**src/rtl/div_unit_pkg.sv**
```systemverilog
// Shared widths and state encoding for the fixed-point divider slice.
package div_unit_pkg;

  localparam int unsigned REG_DIV_DATA_WIDTH = 16;
  localparam int unsigned REG_DIV_ADDR_WIDTH = 4;
  localparam int unsigned DIV_OP_WIDTH       = 16;
  localparam int unsigned DIV_FRAC           = 8;

  typedef enum logic [1:0] {
    DIV_IDLE  = 2'd0,
    DIV_CALC  = 2'd1,
    DIV_WRITE = 2'd2
  } div_state_e;

endpackage

```
**src/rtl/div_sat.sv**
```systemverilog
// Applies the result sign to an unsigned quotient magnitude and saturates it
// into a QW-bit two's complement value. A zero magnitude yields zero.
module div_sat #(
  parameter int unsigned MW = 24,
  parameter int unsigned QW = 16
) (
  input  logic [MW-1:0] mag,
  input  logic          neg,
  output logic [QW-1:0] d_c
);

  localparam logic [MW-1:0] POS_LIM = MW'((64'd1 << (QW - 1)) - 64'd1);
  localparam logic [MW-1:0] NEG_LIM = MW'(64'd1 << (QW - 1));

  logic [MW-1:0] lim;

  // Clamp magnitude to the representable range for the sign, then negate if needed
  always_comb begin
    lim = mag;
    if (neg) begin
      if (mag > NEG_LIM) lim = NEG_LIM;
    end else begin
      if (mag > POS_LIM) lim = POS_LIM;
    end
    d_c = neg ? QW'(-lim) : QW'(lim);
  end

endmodule

```
**src/rtl/div_unit.sv**
```systemverilog
// Sequential signed fixed-point restoring divider: (dividend << FRAC) / divisor,
// one quotient bit per cycle, result written to the division register file.
module div_unit
  import div_unit_pkg::*;
#(
  parameter int unsigned W    = DIV_OP_WIDTH,
  parameter int unsigned FRAC = DIV_FRAC,
  parameter int unsigned QW   = REG_DIV_DATA_WIDTH,
  parameter int unsigned AW   = REG_DIV_ADDR_WIDTH
) (
  input  logic          clk,
  input  logic          rst,
  input  logic          in_valid,
  output logic          in_ready,
  input  logic [W-1:0]  dividend,
  input  logic [W-1:0]  divisor,
  input  logic [AW-1:0] dst,
  output logic          wr_en,
  output logic [AW-1:0] addr,
  output logic [QW-1:0] D,
  output logic          dz,
  output logic          busy
);

  localparam int unsigned MW = W + FRAC;
  localparam int unsigned CW = $clog2(MW);
  localparam logic [QW-1:0] POS_FULL = {1'b0, {(QW-1){1'b1}}};
  localparam logic [QW-1:0] NEG_FULL = {1'b1, {(QW-1){1'b0}}};

  div_state_e state, state_nxt;

  logic [CW-1:0] cnt;
  logic [W:0]    rem;
  logic [W:0]    dvs_mag;
  logic [MW-1:0] nq;       // shifts the numerator out and the quotient in
  logic          neg_q;
  logic [AW-1:0] dst_q;

  logic          accept;
  logic          divisor_zero;
  logic [W:0]    dvd_ext, dvs_ext, dvd_mag_c, dvs_mag_c;
  logic [W+1:0]  rem_sh;
  logic          take_bit;
  logic [W:0]    rem_step;
  logic [MW-1:0] nq_step;
  logic [QW-1:0] dz_d;
  logic [QW-1:0] sat_d;

  logic          in_ready_n, wr_en_n, busy_n, dz_n;
  logic [AW-1:0] addr_n;
  logic [QW-1:0] d_n;

  // Operand magnitudes and one restoring step
  always_comb begin
    accept       = (state == DIV_IDLE) && in_valid;
    divisor_zero = (divisor == '0);
    dvd_ext      = {dividend[W-1], dividend};
    dvs_ext      = {divisor[W-1], divisor};
    dvd_mag_c    = dvd_ext[W] ? (W+1)'(-dvd_ext) : dvd_ext;
    dvs_mag_c    = dvs_ext[W] ? (W+1)'(-dvs_ext) : dvs_ext;
    rem_sh       = {rem, nq[MW-1]};
    take_bit     = (rem_sh >= {1'b0, dvs_mag});
    rem_step     = take_bit ? (W+1)'(rem_sh - {1'b0, dvs_mag}) : (W+1)'(rem_sh);
    nq_step      = {nq[MW-2:0], take_bit};
    if (dividend == '0)      dz_d = '0;
    else if (dividend[W-1])  dz_d = NEG_FULL;
    else                     dz_d = POS_FULL;
  end

  div_sat #(.MW(MW), .QW(QW)) u_sat (
    .mag (nq_step),
    .neg (neg_q),
    .d_c (sat_d)
  );

  // State register
  always_ff @(posedge clk or posedge rst) begin
    if (rst) state <= DIV_IDLE;
    else     state <= state_nxt;
  end

  // Next-state logic
  always_comb begin
    state_nxt = state;
    case (state)
      DIV_IDLE:  if (in_valid) state_nxt = divisor_zero ? DIV_WRITE : DIV_CALC;
      DIV_CALC:  if (cnt == '0) state_nxt = DIV_WRITE;
      DIV_WRITE: state_nxt = DIV_IDLE;
      default:   state_nxt = DIV_IDLE;
    endcase
  end

  // Next values of the registered outputs; result fields load only on entry to WRITE
  always_comb begin
    in_ready_n = (state_nxt == DIV_IDLE);
    wr_en_n    = (state_nxt == DIV_WRITE);
    busy_n     = (state_nxt != DIV_IDLE);
    addr_n     = addr;
    d_n        = D;
    dz_n       = 1'b0;
    if (accept && divisor_zero) begin
      addr_n = dst;
      d_n    = dz_d;
      dz_n   = 1'b1;
    end else if ((state == DIV_CALC) && (cnt == '0)) begin
      addr_n = dst_q;
      d_n    = sat_d;
    end
  end

  // Output registers
  always_ff @(posedge clk or posedge rst) begin
    if (rst) begin
      in_ready <= 1'b1;
      wr_en    <= 1'b0;
      busy     <= 1'b0;
      addr     <= '0;
      D        <= '0;
      dz       <= 1'b0;
    end else begin
      in_ready <= in_ready_n;
      wr_en    <= wr_en_n;
      busy     <= busy_n;
      addr     <= addr_n;
      D        <= d_n;
      dz       <= dz_n;
    end
  end

  // Operand capture and iterative datapath
  always_ff @(posedge clk or posedge rst) begin
    if (rst) begin
      cnt     <= '0;
      rem     <= '0;
      dvs_mag <= '0;
      nq      <= '0;
      neg_q   <= 1'b0;
      dst_q   <= '0;
    end else if (accept) begin
      neg_q   <= dividend[W-1] ^ divisor[W-1];
      dvs_mag <= dvs_mag_c;
      dst_q   <= dst;
      rem     <= '0;
      nq      <= MW'({dvd_mag_c, FRAC'(0)});
      cnt     <= CW'(MW - 1);
    end else if (state == DIV_CALC) begin
      rem <= rem_step;
      nq  <= nq_step;
      if (cnt != '0) cnt <= cnt - CW'(1);
    end
  end

endmodule

```
**config.mk**
```make
export PLATFORM = sky130hd
export DESIGN_NAME = div_unit
export DESIGN_NICKNAME = d
export VERILOG_FILES = /design/src/rtl/div_unit_pkg.sv /design/src/rtl/div_sat.sv /design/src/rtl/div_unit.sv
export SDC_FILE = /design/constraint.sdc
export NUM_CORES = 1
export LEC_CHECK = 0
export BUFFER_PORTS_ARGS = -buffer_cell sky130_fd_sc_hd__buf_2
export CAP_MARGIN = 20
export CORE_ASPECT_RATIO = 1.25
export CORE_MARGIN = 2
export CORE_UTILIZATION = 44
export DETAILED_ROUTE_END_ITERATION = 16
export PLACE_DENSITY = 0.59
export SLEW_MARGIN = 25
export SYNTH_ARGS = -nofsm -noshare
export SYNTH_HDL_FRONTEND = slang
export SYNTH_HIERARCHICAL = 1
export SYNTH_SLANG_ARGS = --single-unit
```
**constraint.sdc**
```tcl
create_clock -name clk -period 4.71 [get_ports clk]
set_input_delay 0.471 -clock clk [delete_from_list [all_inputs] [get_ports clk]]
set_output_delay 0.471 -clock clk [all_outputs]
set_load 0.1 [all_outputs]
```
==> results of run 1 <==
-- metal layers --
layer	vias up	global-route usage [%]	routed length (um)	part of all wire, %
li1	2676	-	-	-
met1	2747	30.7	7210	41
met2	173	43.0	9060	51
met3	39	4.36	730	4.1
met4	0	12.3	721	4.1
met5	-	0	0	0
-- layout make-up --
| class | instances | share of cell area [%] |
|---|---|---|
| Sequential cell | 94 | 33.9 |
| Multi-Input combinational cell | 535 | 50.2 |
| Inverter | 35 | 1.93 |
| Tap cell | 175 | 3.15 |
| Timing Repair Buffer | 71 | 5.44 |
| Clock inverter | 7 | 2.14 |
| Clock buffer | 9 | 3.24 |
-- power by group through the flow --
| stage | combinational (mW) | clock, mW | sequential, mW |
|---|---|---|---|
| finish | 3.37 | 0.929 | 1.58 |
| CTS | 3.36 | 0.945 | 1.58 |
| floorplan | 2.07 | 0 | 2.07 |
| global route | 3.71 | 0.979 | 1.64 |
| global placement | 3.33 | 0 | 1.57 |
| detailed placement | 3.35 | 0 | 1.59 |
-- through the flow --
stage	setup WS [ns]	instance area (um2)	hold slack (ns)	utilization (%)	cells
after floorplan	0.837	6120	0.445	-	698
after global placement	0.485	6570	0.457	48.0	910
after detailed placement	0.431	6570	0.467	48.0	910
after CTS	0.413	6940	0.309	50.7	926
after global routing	0.0261	6950	0.295	50.7	926
final	0.335	6950	0.239	50.7	926
-- cell families (layout without fill, tap and decap cells) --
| group | count (synthesis) | after routing |
|---|---|---|
| DFF | 94 | 94 |
| adders and majority gates | 22 | 22 |
| muxes | 7 | 7 |
| buffers and inverters | 69 | 122 |
| AOI/OAI and AO/OA | 239 | 239 |
| xor gates and xnor gates | 39 | 39 |
| and+or+nand+nor | 228 | 228 |
-- worst paths after layout --
kind                       cells past startpoint  startpoint        to  slack (ns)
setup / recovery                              14     rem[14]     D[11]        0.34
hold / removal                                 2         rst     wr_en        0.24
setup reg to reg                              14     rem[14]     D[11]        0.34
hold reg to reg                                2    dst_q[3]  dst_q[3]        0.48
max in group asynchronous                      3         rst    nq[20]        3.50
min in group clk                               3      dst[3]  dst_q[3]        0.32
-- registers in the layout (all words and copies together) (netlist names) --
name,cells
D,16
cnt,5
dvs_mag,17
dst_q,4
rem,17
busy,1
nq,24
addr,4
dz,1
wr_en,1
in_ready,1
state,2
neg_q,1
-- cell usage in the layout, fill, tap and decap left out, drive strengths merged, types with 13 or more instances in the layout --
cell type  netlist  final
o21ai           61     61
nor2            41     41
ha              21     21
o31ai           17     17
dfrtp           93     93
o211ai          14     14
o221a           15     15
inv             32     35
xnor2           26     26
nand2           98     98
a21oi           40     40
nor3            13     13
xor2            13     13
buf              6     71
o22ai           22     22
==> summary by stage, run 1 <==
STA
Setup repair after global routing left no endpoint under its margin. For the pin with the worst max-slew slack, the measured transition is 0.968 ns. The maximum clock skew at final layout is 0.00731 ns. The maximum clock rate is 229 MHz. Of the available clock period, the critical path in the final layout requires 92.9%. The number of endpoints with negative hold slack in the final report is 0. For the final routed database, the setup TNS stands at 0 ns. The number of slew-limit violations in the final report is 0. The shortest clock period the worst path allows after layout is 4.37 ns. Setup violations remaining at the end of the flow were counted as 0. Measured against its own limit, the worst slew margin works out to 35.3%.

Pwr
The maximum resistive drop on vdd is 796 uV. Summed over all nets, the switching power comes to 2.92 mW. The standby leakage power is 2.98 nW. The combinational share of power is 57.3%.

The total power divided by cell area is 845 nW/um2. In this run, flip-flops and latches consume 26.8% of the power. The net switching fraction of the power is 49.7%. The clock share of power is 15.8%. The completed layout was analyzed and its total power is 5.87 mW. The internal power of the cells totals 2.96 mW.

Placed design
The count of port buffers added during placement is 62. The congestion estimate from routability-driven global placement came to 0.915. Summed over all nets, the half-perimeter wirelength after detailed placement is 12.8 mm.

Synth
The post-synthesis share of cell area spent on full adders, half adders and majority gates is 4.62%. The register bit total from synthesis is 94. The netlist uses 74 different library cells. The fraction of synthesized area in multiplexers is 1.17%. The area fraction in and, or, nand and nor cells after synthesis is 18.3%. The number of instances in the synthesized netlist is 698. The share of the synthesized area in the top cell type is 38.0%. Counting every net in the synthesized netlist gives 759. For this run, the number of Yosys warnings is 6. The parity-gate share of the synthesized area counting xor and xnor cells is 5.58%. sky130_fd_sc_hd__dfrtp_1 takes more of the synthesized area than any other cell. After synthesis, the cell types taking the most area are sky130_fd_sc_hd__dfrtp_1 (38%), sky130_fd_sc_hd__nand2_1 (6.0%), sky130_fd_sc_hd__o21ai_0 (4.7%), sky130_fd_sc_hd__ha_1 (4.3%), sky130_fd_sc_hd__xnor2_1 (3.7%). The most instantiated flip-flop cell in the synthesis netlist is sky130_fd_sc_hd__dfrtp_1. Of all flip-flops after synthesis, the portion carrying an async set or reset was 100%.

In the post-synthesis netlist, the cell with the most instances is sky130_fd_sc_hd__nand2_1. Sequential elements use 38.5% of the synthesized area. The synthesized-area fraction occupied by ao, oa, aoi and oai cells is 27.2%. The synthesized area per cell is 8.76 um2. The dominant combinational cell family by area after synthesis is compound AO/OA/AOI/OAI gates. The post-synthesis instance area is 6120 um2. The number of enable flip-flop cells after synthesis is 0.

The commonest cells after synthesis are sky130_fd_sc_hd__nand2_1 (97), sky130_fd_sc_hd__dfrtp_1 (93), sky130_fd_sc_hd__o21ai_0 (58).

GRT
Global routing finished with a remaining overflow of 0. The maximum number of pins on one net before global-route repair is 59. The initial antenna violation count came to 0. The first global-routing pass estimated 28.8 mm of wire. The total routing resource utilization after global routing is 25.3%.

The via count of the first global-routing pass is 5,544.

Worst setup path
The critical path is of the register to register type. The library cell contributing the largest single delay on the critical path is sky130_fd_sc_hd__a2111oi_0. The kind of start point of the critical path is a register.

The critical path's top delay family is compound AO/OA/AOI/OAI gates. The critical path contains buffers and inverters numbering 3 combined. Of all nets on the critical path, the largest fanout is 15. The critical path goes through ha_1, a21o_1, a211o_1, or2_2, nor2_1, clkinv_1, buf_4, nor2_1, nand3b_1, a2111oi_0, buf_4, nor4_1, a211o_1, o221a_2.

The type of element capturing the critical path is a register. The critical path's largest stage delay is 0.52 ns. The arrival time of the worst setup path is 4.62 ns. Data on the critical path is required at its endpoint by 4.95 ns.

Floorplanning
The floorplan die width is 109 um. The initial core utilization is 44.7%. 63 I/O pins were placed. The core area is 13,700 um2. The vertical extent of the die is 136 um. The floorplan has 48 rows. The die covers 14,900 um2.

Cells and area
Relative to the synthesized area, the layout overhead comes to 13.6%. Across the whole layout, storage elements account for 2350 um2. The multi-input combinational cells in the finished layout cover a total of 3490 um2. The number of antenna diodes in the final layout is 0. Fill cells in the final layout number 1,312.

The fraction of layout cells with a size suffix above 1 is 16.1%. For this run, the post-layout net count is 807.

Routing
The detail route stage leaves a number of antenna-violating nets equal to 0. The first-pass iteration count of the detailed router is 5. Summed over all layers, the routed wires come to 17.7 mm. The routed via count divided by cell count is 6.09.

The remaining routing DRC violations is 0. The first-iteration detailed-routing DRC count is 302. In the final routed layout, each cell accounts on average for 19.1 um. The vias after detailed routing is 5,635.

Clock network
The number of instances resized during post-cts repair is 0. In this run the number of H-tree levels came out at 3. At the later pin of the worst-skew pair, clock insertion delay measures 0.36 ns. Hold repair after CTS inserted 0 buffers.

CTS saw 94 sinks. The CTS root buffer is sky130_fd_sc_hd__clkbuf_16. Buffers inserted during clock tree synthesis total 9. The clock passes through at most 2 buffers.

The post-CTS setup buffer count is 0. The clock slew seen by the registers of the worst setup and hold paths is 0.07 ns. TritonCTS built the clock tree.

Status
The run finished with clean final reports.

Worst hold path
The kind of path behind the tightest hold check is input pin to async pin.

Run
The tool flagged a number of max-cap violations equal to 0.
Power figures use the tool's default switching activity.
==> inputs of run 2 (changes only) <==
CORE_MARGIN = default   (was 2)
SKIP_CTS_REPAIR_TIMING = 1   (was default)
==> run 2 against run 1 <==
Compared with the run above:
- wire length up 1.6%
- clock skew up 0.0038 ns
- via count about the same
- die area down 3.3%
- register-to-register slack better by 0.03 ns
- critical path depth unchanged
- clock power down 16%
==> summary by stage, run 2 (synthesized netlist as in run 1, its figures left out) <==
Status
The flow ran to the end, and the final reports show no timing, DRC or antenna violations.

Floorplanning
The floorplan die width is 107 um. The core region is 13,400 um2. The floorplan has 47 rows.

The die is 134 um tall. The boundary pin count is 63. The initial core utilization is 45.6%. The area of the die is 14,400 um2.

STA
After routing, the total negative slack on setup checks comes to 0 ns. The shortest clock period the worst path allows after layout is 4.35 ns. The final-report setup violation count is 0. On the final layout, the worst clock skew is 0.0111 ns. Based on the critical path, the design can be clocked at up to 230 MHz. The number of endpoints with negative hold slack in the final report is 0. The number of slew-limit violations in the final report is 0. The worst max-slew margin expressed relative to the limit is 42.8%. Setup repair after global routing left no endpoint under its margin. The slew at the pin closest to its max-slew limit is 0.856 ns. The post-route fraction of the period consumed by the critical path is 92.3%.

Clock network
Clock-pin slew was measured on the worst setup and hold paths at 0.08 ns. The number of clock buffers added by TritonCTS is 9. The number of buffers on the longest clock path is 2. The total number of H-tree levels is 3. The TritonCTS sink count is 94. TritonCTS built the clock tree.

The clock network latency to the later pin of the worst-skew pair is 0.36 ns. CTS placed an instance of sky130_fd_sc_hd__clkbuf_16 at the clock tree root.

GRT
The maximum number of pins on one net before global-route repair is 55. The via count of the first global-routing pass is 5,616. The total routing resource utilization after global routing is 26.5%. Summed over all layers, the global routing overflow is 0. The first global-routing pass estimated 29.0 mm of wire.

The initial antenna violation count came to 0.

Pwr
The combinational share of power is 59.0%. Power spread over the standard cell area amounts to 835 nW/um2. Internal power comes to 2.80 mW.

IR analysis of the VDD net gives a maximum drop of 511 uV. The analysis attributes to net switching a power of 2.95 mW. For this design the static power due to leakage is 2.94 nW. The clock share of power is 13.5%.

Of the total power, the share spent switching nets is 51.3%. The sequential share of power is 27.5%.

Worst setup path
Together, buffers and inverters on the worst path number 3. The library cell contributing the largest single delay on the critical path is sky130_fd_sc_hd__a2111oi_0. STA classifies the critical path endpoint as a register.

The kind of start point of the critical path is a register. In this design, the stage delay of the slowest critical-path cell is 0.48 ns. The largest driver fanout on the critical path is 15.

The startpoint identified for the worst register-to-register timing path is rem[14]. By startpoint and endpoint, the worst setup path is classified as register to register. The start point of the critical path is rem[14]. Grouping stages by cell kind, the critical path spends the most delay in compound AO/OA/AOI/OAI gates. The length in cells of the worst reg-to-reg path is 14.

At the worst endpoint, the arrival time is 4.59 ns. The critical path goes through ha_1, a21o_1, a211o_1, or2_2, nor2_1, clkinv_1, buf_4, nor2_1, nand3b_1, a2111oi_0, buf_4, nor4_1, a211o_1, o221a_2. The number of stages on the worst setup path is 14. For the worst setup path, the data required time is 4.96 ns.

Placed design
The total instance count after detailed placement is 905. The weighted congestion at the end of routability-driven global placement is 0.953. The cell area after placement is 6560 um2.

The count of port buffers added during placement is 62. The half-perimeter wire length after placement is 12.9 mm.

Cells and area
0 antenna diodes ended up in the layout. The register with the most flip-flops in the layout has 24 of them. The top cell types in the final layout, fill and taps aside, are sky130_fd_sc_hd__nand2_1 (96), sky130_fd_sc_hd__dfrtp_1 (93), sky130_fd_sc_hd__buf_2 (62), sky130_fd_sc_hd__o21ai_0 (58). The number of cells in the finished layout apart from fillers is 921.

The largest registers in the layout are nq (24), dvs_mag (17), rem (17). The register with the highest flop count is nq. Cells with a size suffix above 1 make up 16.3% of the layout. The area growth from synthesis to layout is 12.5%. Leaving out fill and tap cells, the most frequent cell in the layout is sky130_fd_sc_hd__nand2_1. The net count of the finished layout is 806. The summed area of non-filler cells in the final layout is 6880 um2. The utilization of the core after routing is 51.3%.

Routing
In the routed design, unresolved DRC markers number 0. Across all layers, the routed design uses 5,631 vias. The total wire length is 18.0 mm. The average wire per standard cell is 19.6 um.

The first-iteration detailed-routing DRC count is 322. In the routed layout, each cell is associated on average with a via count of 6.11. The number of nets with antenna violations after detailed routing is 0. The first TritonRoute pass finished after 5 iterations.

Run
The tool flagged a number of max-cap violations equal to 0.

Worst hold path
The kind of path behind the tightest hold check is input pin to async pin.
-- run 2: stage by stage --
| step | total power, mW | hold slack (ns) | setup slack, ns |
|---|---|---|---|
| floorplan | 4.14 | 0.445 | 0.837 |
| global placement | 4.91 | 0.458 | 0.537 |
| detailed placement | 4.96 | 0.466 | 0.461 |
| CTS | 5.75 | 0.304 | 0.447 |
| global route | 6.17 | 0.289 | 0.107 |
| finish | 5.75 | 0.228 | 0.363 |
-- run 2: metal layers --
metal / GRT usage (%) / part of all wire [%]
met1: 32.2 / 42
met2: 43.5 / 49
met3: 3.98 / 3.6
met4: 17.2 / 5.5
met5: 0 / 0
-- run 2: power groups by stage --
| stage | logic, mW | registers [mW] | clock network, mW |
|---|---|---|---|
| after floorplan | 2.07 | 2.07 | 0 |
| after global placement | 3.33 | 1.58 | 0 |
| after detailed placement | 3.37 | 1.59 | 0 |
| after CTS | 3.38 | 1.58 | 0.797 |
| after global routing | 3.71 | 1.63 | 0.829 |
| final | 3.39 | 1.58 | 0.776 |
-- run 2: path summary, 6_finish.rpt --
kind / end / slack (ns)
worst max register to register: D[11] / 0.36
worst min register to register: dvs_mag[10] / 0.48
worst max-delay path: D[11] / 0.36
max in group asynchronous: rem[11] / 3.45
min in group clk: dst_q[2] / 0.32
worst min-delay path: wr_en / 0.23
-- run 2: layout make-up --
cell class / count / area, um2
Clock buffer: 9 / 225
Clock inverter: 7 / 90.1
Fill cell: 1224 / 6530
Inverter: 35 / 134
Multi-Input combinational cell: 535 / 3500
Sequential cell: 94 / 2350
Tap cell: 171 / 214
Timing Repair Buffer: 70 / 370
